$ cat src/rtl/sync_fifo_param.sv
// Parametrised single-clock FIFO with registered-read or first-word-fall-through output,
// programmable almost-full/almost-empty thresholds, sticky error flags and synchronous flush.
module sync_fifo_param #(
  parameter int DATA_W   = 8,
  parameter int DEPTH    = 8,
  parameter int FWFT     = 0,
  parameter int AF_LEVEL = 6,
  parameter int AE_LEVEL = 2,
  localparam int CNT_W   = $clog2(DEPTH + 1)
) (
  input  logic              clk,
  input  logic              rst,
  input  logic              flush,
  input  logic              push,
  input  logic [DATA_W-1:0] data_in,
  input  logic              pop,
  output logic [DATA_W-1:0] data_out,
  output logic              full,
  output logic              empty,
  output logic              almost_full,
  output logic              almost_empty,
  output logic [CNT_W-1:0]  count,
  output logic              overflow,
  output logic              underflow
);

  localparam int PTR_W = (DEPTH > 1) ? $clog2(DEPTH) : 1;
  localparam logic [PTR_W-1:0] PTR_LAST = PTR_W'(DEPTH - 1);
  localparam logic [CNT_W-1:0] CNT_FULL = CNT_W'(DEPTH);
  localparam logic [CNT_W-1:0] CNT_AF   = CNT_W'(AF_LEVEL);
  localparam logic [CNT_W-1:0] CNT_AE   = CNT_W'(AE_LEVEL);

  logic [DATA_W-1:0] mem_q [DEPTH];

  logic [PTR_W-1:0] wr_ptr_q, wr_ptr_d;
  logic [PTR_W-1:0] rd_ptr_q, rd_ptr_d;
  logic [CNT_W-1:0] count_q, count_d;
  logic             overflow_q, overflow_d;
  logic             underflow_q, underflow_d;
  logic             push_ok, pop_ok, mem_we;

  // Explicit wrap so any DEPTH works, not just powers of two.
  function automatic logic [PTR_W-1:0] ptr_inc(input logic [PTR_W-1:0] p);
    return (p == PTR_LAST) ? '0 : p + 1'b1;
  endfunction

  always_comb begin
    pop_ok      = pop & (count_q != '0);
    push_ok     = push & ((count_q != CNT_FULL) | pop_ok);
    mem_we      = push_ok & ~flush;
    wr_ptr_d    = wr_ptr_q;
    rd_ptr_d    = rd_ptr_q;
    count_d     = count_q;
    overflow_d  = overflow_q;
    underflow_d = underflow_q;
    if (flush) begin
      wr_ptr_d    = '0;
      rd_ptr_d    = '0;
      count_d     = '0;
      overflow_d  = 1'b0;
      underflow_d = 1'b0;
    end else begin
      if (push_ok) wr_ptr_d = ptr_inc(wr_ptr_q);
      if (pop_ok)  rd_ptr_d = ptr_inc(rd_ptr_q);
      case ({push_ok, pop_ok})
        2'b10:   count_d = count_q + 1'b1;
        2'b01:   count_d = count_q - 1'b1;
        default: count_d = count_q;
      endcase
      overflow_d  = overflow_q | (push & ~push_ok);
      underflow_d = underflow_q | (pop & ~pop_ok);
    end
  end

  always_ff @(posedge clk or posedge rst) begin
    if (rst) begin
      wr_ptr_q    <= '0;
      rd_ptr_q    <= '0;
      count_q     <= '0;
      overflow_q  <= 1'b0;
      underflow_q <= 1'b0;
    end else begin
      wr_ptr_q    <= wr_ptr_d;
      rd_ptr_q    <= rd_ptr_d;
      count_q     <= count_d;
      overflow_q  <= overflow_d;
      underflow_q <= underflow_d;
    end
  end

  // Storage is deliberately left out of reset so it can map onto RAM primitives.
  always_ff @(posedge clk) begin
    if (mem_we) mem_q[wr_ptr_q] <= data_in;
  end

  generate
    if (FWFT != 0) begin : g_fwft
      assign data_out = (count_q == '0) ? '0 : mem_q[rd_ptr_q];
    end else begin : g_reg_read
      logic [DATA_W-1:0] data_out_q;
      // When full with a simultaneous push, wr_ptr == rd_ptr: the read sees the old head.
      always_ff @(posedge clk or posedge rst) begin
        if (rst)         data_out_q <= '0;
        else if (flush)  data_out_q <= '0;
        else if (pop_ok) data_out_q <= mem_q[rd_ptr_q];
      end
      assign data_out = data_out_q;
    end
  endgenerate

  assign count        = count_q;
  assign full         = (count_q == CNT_FULL);
  assign empty        = (count_q == '0);
  assign almost_full  = (count_q >= CNT_AF);
  assign almost_empty = (count_q <= CNT_AE);
  assign overflow     = overflow_q;
  assign underflow    = underflow_q;

endmodule

$ cat config.mk
export PLATFORM = sky130hd
export DESIGN_NAME = sync_fifo_param
export DESIGN_NICKNAME = d
export VERILOG_FILES = /design/src/rtl/sync_fifo_param.sv
export SDC_FILE = /design/constraint.sdc
export NUM_CORES = 1
export LEC_CHECK = 0
export CORE_MARGIN = 5
export CORE_UTILIZATION = 57
export DETAILED_ROUTE_END_ITERATION = 6
export PLACE_DENSITY = 0.79
export SYNTH_ARGS = -nofsm -noshare
export SYNTH_HDL_FRONTEND = slang
export SYNTH_SLANG_ARGS = --single-unit
$ cat constraint.sdc
create_clock -name clk -period 2.97 [get_ports clk]
set_input_delay 0.4455 -clock clk [delete_from_list [all_inputs] [get_ports clk]]
set_output_delay 0.4455 -clock clk [all_outputs]
set_load 0.02 [all_outputs]
==> run_results.csv <==
group,metric,value,unit
status,status,"completed",
logic_synthesis,netlist_area,3590,um^2
power_and_ir_drop,p_total,3.36,mW
sta,max_slew_margin,47.4,%
floorplanning,dieArea,7990,um^2
clocking,cts.htree.levels,3,
floorplanning,rows,29,
finish,num-fill-cells,424,
sta,timing.final.max_slew_violations,0,
detailed_routing,viasPerCell,5.84,
critical_path,critPathRequiredTime,2.52,ns
logic_synthesis,yosysMostFrequentCell,"edfxtp_1",
clocking,ctsResizeCount,0,
sta,fin_crit,2.60,ns
detailed_routing,remaining_drc_errors,0,
critical_path,r2r_start,"count[0]$_DFFE_PP0P_",
worst_hold_path,holdPathStages,2,
finish,area_growth_syn_to_layout,18.8,%
logic_synthesis,ys_ff_latch,84,
place,io_buffers,30,
logic_synthesis,synth_commonest_cells,"edfxtp_1 (64), dfrtp_1 (20), nor2_1 (19)",
detailed_routing,totalWireLength,6.25,mm
place,place_congestion,0.743,
critical_path,crit_type,"flop to output port",
floorplanning,core_area,6240,um^2
clocking,clk_pin_slew,0.08,ns
critical_path,path_cells,"or3_1 > nor2_1 > clkdlybuf4s50_1",
logic_synthesis,synth-main-ff-cell,"edfxtp_1",
finish,antennaDiodeCount,0,
finish,multi_input_area,1100,um^2
critical_path,regToRegSetupSlack,0.77,ns
clocking,cts_hold_buf,0,
worst_hold_path,hp-class,"flop to flop",
logic_synthesis,async_flop_share,23.8,%
critical_path,cp_slowest_cell,"clkdlybuf4s50_1",
global_routing,grt_max_degree,21,
flow_run,drv_cap,0,
clocking,root_buffer,"clkbuf_8",
logic_synthesis,synthTopCellsByArea,"edfxtp_1 (54%), dfrtp_1 (14%), mux4_1 (11%), a221o_1 (2.2%), ha_1 (2.1%)",
place,hpwlAfterDp,4.12,mm
sta,tns,0,ns
sta,finalHoldViolations,0,
finish,final-seq-area,2420,um^2
critical_path,slowest_delay,0.62,ns
logic_synthesis,yosysTopAreaCellShare,53.5,%
global_routing,grt_pass1_vias,1988,
worst_hold_path,hold_end,"underflow$_DFF_PP0_",
critical_path,reg2reg_depth,7,
critical_path,critPathArrivalTime,2.16,ns
worst_hold_path,min_from,"underflow$_DFF_PP0_",
global_routing,grt.total_usage,18.1,%
floorplanning,pin_count,31,
logic_synthesis,yosysTopAreaCell,"edfxtp_1",
sta,worst_pin_slew,0.787,ns
global_routing,grt_pass1_wl,10.1,mm
critical_path,cp-start-kind,"flop",
detailed_routing,routedWlPerCell,18.8,um
clocking,cts_sinks,84,
detailed_routing,first_iter_violations,114,
logic_synthesis,seq_area_frac_synth,67.5,%
sta,fin_skew,0.00830,ns
clocking,clock_latency,0.36,ns
logic_synthesis,synth_edf_count,64,
critical_path,r2r_end,"count[3]$_DFFE_PP0P_",
logic_synthesis,syn_nets,225,
clocking,cts_tree,"yes",
power_and_ir_drop,leakage,1.60,nW
finish,finalNetCount,270,
critical_path,end_kind,"output port",
logic_synthesis,yosysWarnings,0,
global_routing,grt_overflow,0,
sta,max_freq,0.384,GHz
power_and_ir_drop,powerDensity,788,nW/um^2
sta,rsz0062_at_grt,"no",
clocking,clockBufferDepth,2,
power_and_ir_drop,ir_drop,553,uV
floorplanning,start_util,57.5,%
logic_synthesis,synthCells,205,
global_routing,antenna_found_initial,0,
floorplanning,die_h,89.4,um
floorplanning,fp.dieW,89.4,um
detailed_routing,route.vias.total,1938,
critical_path,crit_fanout,9,
detailed_routing,ant_nets,0,
finish,drive_gt1_share,14.5,%
clocking,numCtsBuffers,9,
sta,finalSetupViolations,0,
logic_synthesis,synth_cell_types,40,
clocking,post-cts-setup-buffer-count,0,
logic_synthesis,syn_avg_cell_area,17.5,um^2
sta,finalCritPeriodShare,87.7,%
detailed_routing,first_pass_iters,4,
[report_power, final]
| part | total [mW] | leakage [nW] | switching, mW | internal (mW) |
|---|---|---|---|---|
| clock | 0.898 | 0.110 | 0.403 | 0.495 |
| sequential | 1.48 | 0.848 | 0.130 | 1.35 |
| combinational | 0.976 | 0.640 | 0.468 | 0.508 |
| total | 3.36 | 1.60 | 1.00 | 2.36 |
[metrics by stage]
step / std cells / utilization, % / hold slack [ns] / setup slack, ns / instance area [um^2]
after floorplan: 205 / - / 0.409 / 0.602 / 3590
after global placement: 316 / 64.7 / 0.481 / 0.498 / 4040
after detailed placement: 316 / 64.7 / 0.489 / 0.390 / 4040
after CTS: 332 / 68.3 / 0.507 / 0.334 / 4260
after global routing: 332 / 68.3 / 0.542 / 0.223 / 4260
final: 332 / 68.3 / 0.503 / 0.366 / 4260
[worst max-delay path, delay by kind of cell, from the launching register on]
| kind | cells | cell delay [ns] |
|---|---|---|
| buffers and inverters | 1 | 0.62 |
| flip-flops | 1 | 0.52 |
| AND/OR/NAND/NOR | 2 | 0.67 |
[cell type report]
type | instances | share of cell area (%)
clock buffer | 10 | 3.23
tap | 77 | 2.26
clock inverter | 6 | 2.00
multi-input combinational | 107 | 25.7
inverter | 3 | 0.264
sequential | 84 | 56.8
timing repair buffer | 45 | 9.69
[kinds of logic after synthesis]
logic type / share of synthesized area [%]
simple gates: 7.22
buf+inv: 2.30
flops: 67.5
compound gates: 6.66
mux: 12.7
xor+xnor: 0.976
fa+ha+maj: 2.65
[per-layer routing]
layer	global-route usage (%)	up-vias	wire (um)
li1	-	920	-
met1	23.1	970	2650
met2	29.5	43	3170
met3	6.08	5	381
met4	5.28	0	49
met5	0	-	0
[worst max path at each step]
stage | start | end | slack (ns)
after floorplan | count[0]$_DFFE_PP0P_ | mem_q[0][0]$_DFFE_PP_ | 0.60
after global placement | pop | mem_q[5][6]$_DFFE_PP_ | 0.50
after detailed placement | pop | mem_q[7][4]$_DFFE_PP_ | 0.39
after CTS | count[0]$_DFFE_PP0P_ | empty | 0.33
after global routing | count[0]$_DFFE_PP0P_ | empty | 0.22
final | count[0]$_DFFE_PP0P_ | empty | 0.37
[sequential cells by signal (all words and copies together) (netlist names)]
signal / flops
mem_q: 64
data_out: 8
count: 4
rd_ptr_q: 3
wr_ptr_q: 3
overflow: 1
underflow: 1
[layout by cell type (no fill, tap or decap), types with 2 or more instances in the layout]
| cell | n |
|---|---|
| nor3_1 | 5 |
| inv_1 | 3 |
| a31oi_1 | 2 |
| nand3_1 | 2 |
| and3_1 | 8 |
| o211ai_1 | 2 |
| clkdlybuf4s50_1 | 30 |
| mux4_1 | 15 |
| xnor2_1 | 3 |
| dfrtp_1 | 20 |
| buf_4 | 15 |
| a211oi_1 | 2 |
| bufinv_16 | 2 |
| nor2b_1 | 2 |
| a21oi_1 | 3 |
| nor4b_1 | 2 |
| nor2_1 | 19 |
| edfxtp_1 | 64 |
| clkbuf_8 | 10 |
| mux2i_1 | 4 |
| ha_1 | 6 |
| nand2_1 | 5 |
| or3_1 | 2 |
| a221o_1 | 8 |
(Power assumes the default switching activity.)
